<file path="config.mk">
export PLATFORM = sky130hd
export DESIGN_NAME = multicycle_alu
export DESIGN_NICKNAME = d
export VERILOG_FILES = /design/src/rtl/multicycle_alu.sv
export SDC_FILE = /design/constraint.sdc
export NUM_CORES = 1
export LEC_CHECK = 0
export ABC_AREA = 1
export ABC_CLOCK_PERIOD_IN_PS = 5100
export CORE_UTILIZATION = 40
export DETAILED_ROUTE_END_ITERATION = 8
export PLACE_DENSITY = 0.54
export SLEW_MARGIN = 10
export SYNTH_ARGS = -nofsm -noshare
export SYNTH_HDL_FRONTEND = slang
export SYNTH_SLANG_ARGS = --single-unit
</file>
<file path="constraint.sdc">
create_clock -name clk_i -period 5.1 [get_ports clk_i]
set_input_delay 1.02 -clock clk_i [delete_from_list [all_inputs] [get_ports clk_i]]
set_output_delay 1.02 -clock clk_i [all_outputs]
set_load 0.1 [all_outputs]
</file>
<file path="src/rtl/multicycle_alu.sv">
// Execute-stage ALU: registered single-cycle ADD/SUB/AND/SLT and an iterative
// shift-add multiplier that stalls the pipeline through busy_o.
//
// state   | meaning
// --------+-----------------------------------------------------------
// ST_IDLE | ready; start_i issues an op, single-cycle ops finish here
// ST_MUL  | shift-add multiply running, one step per clock, busy_o=1
module multicycle_alu #(
    parameter int WIDTH = 32
) (
    input  logic             clk_i,
    input  logic             rst_i,
    input  logic             start_i,
    input  logic [5:0]       Funct_i,
    input  logic [WIDTH-1:0] src1_i,
    input  logic [WIDTH-1:0] src2_i,
    output logic [WIDTH-1:0] result_o,
    output logic             zero_o,
    output logic             valid_o,
    output logic             illegal_o,
    output logic             busy_o
);

    localparam logic [5:0] FUNCT_ADD = 6'b001001;
    localparam logic [5:0] FUNCT_SUB = 6'b001010;
    localparam logic [5:0] FUNCT_AND = 6'b010001;
    localparam logic [5:0] FUNCT_SLT = 6'b100001;
    localparam logic [5:0] FUNCT_MUL = 6'b011000;
    localparam int         CW        = $clog2(WIDTH + 1);

    typedef enum logic {
        ST_IDLE,
        ST_MUL
    } state_t;

    state_t           state, state_next;
    logic [WIDTH-1:0] result_next;
    logic             zero_next, valid_next, illegal_next;
    logic [WIDTH-1:0] acc, acc_next;
    logic [WIDTH-1:0] mcand, mcand_next;
    logic [WIDTH-1:0] mplier, mplier_next;
    logic [CW-1:0]    steps, steps_next;
    logic [WIDTH-1:0] step_sum;

    always_ff @(posedge clk_i) begin
        if (rst_i) begin
            state     <= ST_IDLE;
            result_o  <= '0;
            zero_o    <= 1'b0;
            valid_o   <= 1'b0;
            illegal_o <= 1'b0;
            acc       <= '0;
            mcand     <= '0;
            mplier    <= '0;
            steps     <= '0;
        end else begin
            state     <= state_next;
            result_o  <= result_next;
            zero_o    <= zero_next;
            valid_o   <= valid_next;
            illegal_o <= illegal_next;
            acc       <= acc_next;
            mcand     <= mcand_next;
            mplier    <= mplier_next;
            steps     <= steps_next;
        end
    end

    assign busy_o   = (state == ST_MUL);
    assign step_sum = acc + (mplier[0] ? mcand : '0);

    always_comb begin
        state_next   = state;
        result_next  = result_o;
        zero_next    = zero_o;
        valid_next   = 1'b0;
        illegal_next = 1'b0;
        acc_next     = acc;
        mcand_next   = mcand;
        mplier_next  = mplier;
        steps_next   = steps;

        case (state)
            ST_IDLE: begin
                if (start_i) begin
                    case (Funct_i)
                        FUNCT_ADD: begin
                            result_next = src1_i + src2_i;
                            valid_next  = 1'b1;
                        end
                        FUNCT_SUB: begin
                            result_next = src1_i - src2_i;
                            valid_next  = 1'b1;
                        end
                        FUNCT_AND: begin
                            result_next = src1_i & src2_i;
                            valid_next  = 1'b1;
                        end
                        FUNCT_SLT: begin
                            result_next = {{(WIDTH-1){1'b0}},
                                           ($signed(src1_i) < $signed(src2_i))};
                            valid_next  = 1'b1;
                        end
                        FUNCT_MUL: begin
                            acc_next    = '0;
                            mcand_next  = src1_i;
                            mplier_next = src2_i;
                            steps_next  = CW'(WIDTH);
                            state_next  = ST_MUL;
                        end
                        default: begin
                            result_next  = '0;
                            valid_next   = 1'b1;
                            illegal_next = 1'b1;
                        end
                    endcase
                end
            end
            ST_MUL: begin
                acc_next    = step_sum;
                mcand_next  = mcand << 1;
                mplier_next = mplier >> 1;
                steps_next  = steps - CW'(1);
                // Last step: publish the final partial sum directly.
                if (steps == CW'(1)) begin
                    result_next = step_sum;
                    valid_next  = 1'b1;
                    state_next  = ST_IDLE;
                end
            end
            default: state_next = ST_IDLE;
        endcase

        if (valid_next) begin
            zero_next = (result_next == '0);
        end
    end

endmodule

</file>
==> impl_metrics.tcl <==
set metrics [dict create \
    drive_gt1_frac 0.0447 \
    finClkSkew_ps 11.7 \
    clock_latency_ps 460 \
    crit_fanout 4 \
    die-width_um 187 \
    worstSetupPathType "in -> reg" \
    cts_buffers 17 \
    relSlewSlack 0.258 \
    use_met1 0.462 \
    routed_wl_mm 58.8 \
    maxSlewViolCount 0 \
    synth.area.top_cells "nand2_1 22%, dfxtp_1 20%, inv_1 9.5%, ha_1 8.9%, nand3_1 8.3%" \
    n_antenna_cell 0 \
    grt_pass1_vias 14800 \
    clock_sinks 138 \
    wl_per_cell_um 20.1 \
    setup_viol 0 \
    cp.arrival_ps 4490 \
    synth_top_area_frac 0.221 \
    gp_congestion 1.00 \
    worst_hold_slack_ps 467 \
    dr.pass1.iters 6 \
    yosysUniqueCellTypes 48 \
    grt_usage 0.335 \
    cts_hold_repair.buffers 0 \
    numPortBuffers 108 \
    hpwl_mm 47.3 \
    status "finished clean" \
    synth-edff-count 0 \
    ant_nets 0 \
    synth-seq-cells 138 \
    fp.dieH_um 187 \
    cts_max_path_buffers 2 \
    finalCriticalPeriod_ps 4110 \
    cts_resized 0 \
    syn_inst 2406 \
    final_cells 2930 \
    rsz0062_at_grt "no" \
    final_util 0.466 \
    p_leak_nw 7.56 \
    ir_drop_v 0.000246 \
    ys.flop_type "dfxtp_1" \
    layout.nets 2643 \
    grt_busiest_layer "met2" \
    io_pins 109 \
    multi_input_area_sq_um 9100 \
    n_fill_cell 3680 \
    cts_tree "yes" \
    regArea_sq_um 2770 \
    drv_cap 0 \
    yosys.area.top_type "nand2_1" \
    setup_tns_ps 0 \
    tightest_slew_ps 1110 \
    avgSynthCellArea_sq_um 5.67 \
    antenna_found_initial 0 \
    hold_class "reg -> reg" \
    hold_violations 0 \
    postCtsSetupRepairBufs 0 \
    drc_errors 0 \
    grt_pass1_wl_mm 88.5 \
    async_reset_ff_frac 0 \
    grt_start_max_net_pins 76 \
    grt-ovfl-total 0 \
    core_sq_um 33500 \
    ys_seq_area_frac 0.202 \
    num_rows 67 \
    cts.clk_slew.worst_paths_ps 70 \
    viasPerCell 5.48 \
    htreeDepth 4 \
    start_kind "input pin" \
    crit_path_end_kind "flip-flop" \
    fin_ws_ps 992 \
    dr.first_iter.drc_count 1412 \
    dp_cells 2899 \
    use_met3 0.0540 \
    power_density_nw_per_um2 197 \
    final_area_sq_um 15600 \
    syn-num-nets 2579 \
    syn2layout_area_growth_pct 14.4 \
    place_area_sq_um 15100 \
    vias 16100 \
    start_util 0.407 \
    place_ws_ps 640 \
    synth_area_sq_um 13600 \
    met2_usage 0.516 \
    power_mw 3.08 \
    worstPathRequired_ps 5490 \
    fmax_ghz 0.243 \
    finalCritPeriodShare 0.805 \
    yosys_warnings 0 \
    die_area_sq_um 34900 \
    clockRootBuffer "clkbuf_16" \
]
==> critical path: stages <==
cell	delay, ps
clkdlybuf4s50_1	550
inv_1	60
ha_1	230
fa_1	410
inv_1	90
nand3_1	100
nand2_1	120
nand2_1	70
nand2_1	230
nand2_1	80
nand3_1	80
o211ai_1	210
a21oi_1	240
nand2_1	70
nor2_1	250
nand4_1	190
nor2_1	120
nand4_1	80
nor2_1	100
nand2_1	80
a21oi_2	100
==> kinds of logic after synthesis <==
group | synth area share
buffers and inverters | 0.131
AO/OA/AOI/OAI | 0.159
AND/OR/NAND/NOR | 0.406
adder cells (fa/ha/maj) | 0.0933
flip-flops | 0.202
XOR/XNOR | 0.00706
==> layer usage <==
layer  share of wire  vias up
met1            0.45     7393
met2            0.43      715
met5               0        -
met4           0.039        0
met3           0.081      100
li1                -     7842
==> Yosys cell counts, types with 2 or more instances <==
| cell type | number |
|---|---|
| a211oi_1 | 2 |
| a21boi_0 | 7 |
| a21o_1 | 8 |
| a21oi_1 | 181 |
| a21oi_2 | 7 |
| a22o_1 | 2 |
| a22oi_1 | 28 |
| a31oi_1 | 34 |
| and2_1 | 4 |
| buf_1 | 2 |
| buf_2 | 23 |
| buf_4 | 7 |
| buf_6 | 7 |
| clkbuf_1 | 48 |
| clkinv_1 | 4 |
| dfxtp_1 | 138 |
| fa_1 | 3 |
| ha_1 | 97 |
| inv_1 | 345 |
| inv_2 | 13 |
| nand2_1 | 805 |
| nand2_2 | 9 |
| nand3_1 | 227 |
| nand3b_1 | 11 |
| nand4_1 | 28 |
| nor2_1 | 204 |
| nor2_2 | 12 |
| nor3_1 | 16 |
| nor3_2 | 2 |
| nor4_1 | 2 |
| o211ai_1 | 8 |
| o21a_1 | 3 |
| o21ai_0 | 62 |
| o21ai_1 | 6 |
| o21bai_1 | 13 |
| o221ai_1 | 6 |
| o22ai_1 | 6 |
| or2_1 | 4 |
| or2_2 | 3 |
| xor2_1 | 11 |
==> cell type report <==
class | instances | area share
tap | 448 | 0.0359
clock buffer | 19 | 0.0290
sequential | 138 | 0.177
timing repair buffer | 132 | 0.0822
inverter | 362 | 0.0870
clock inverter | 12 | 0.00593
multi-input combinational | 1819 | 0.583
==> worst paths after layout <==
path | start | to | slack [ps] | cells after the start
worst max-delay path | src1_i[0] | zero_o | 990 | 21
worst min-delay path | acc[3] | acc[3] | 470 | 2
worst max register to register | mplier[0] | zero_o | 1350 | 20
worst min register to register | acc[3] | acc[3] | 470 | 2
==> layout by cell type, fill, tap and decap left out, types with 34 or more instances in the layout <==
cell type	synthesis	final
nand2_1	805	805
inv_1	345	344
nand3_1	227	227
nor2_1	204	202
a21oi_1	181	181
dfxtp_1	138	137
clkdlybuf4s50_1	0	107
ha_1	97	97
o21ai_0	62	62
a31oi_1	34	34
==> registers in the layout (all words and copies together) (netlist names) <==
register and flops:
acc 32, mcand 32, mplier 32, result_o 32, steps 6, busy_o 1, illegal_o 1, valid_o 1
zero_o 1
==> where the power goes <==
part | switching [mW] | internal [mW] | total [mW]
logic | 0.545 | 0.235 | 0.780
registers | 0.00710 | 1.08 | 1.09
clock network | 0.556 | 0.650 | 1.21
total | 1.11 | 1.97 | 3.08
Power figures use the tool's default switching activity.
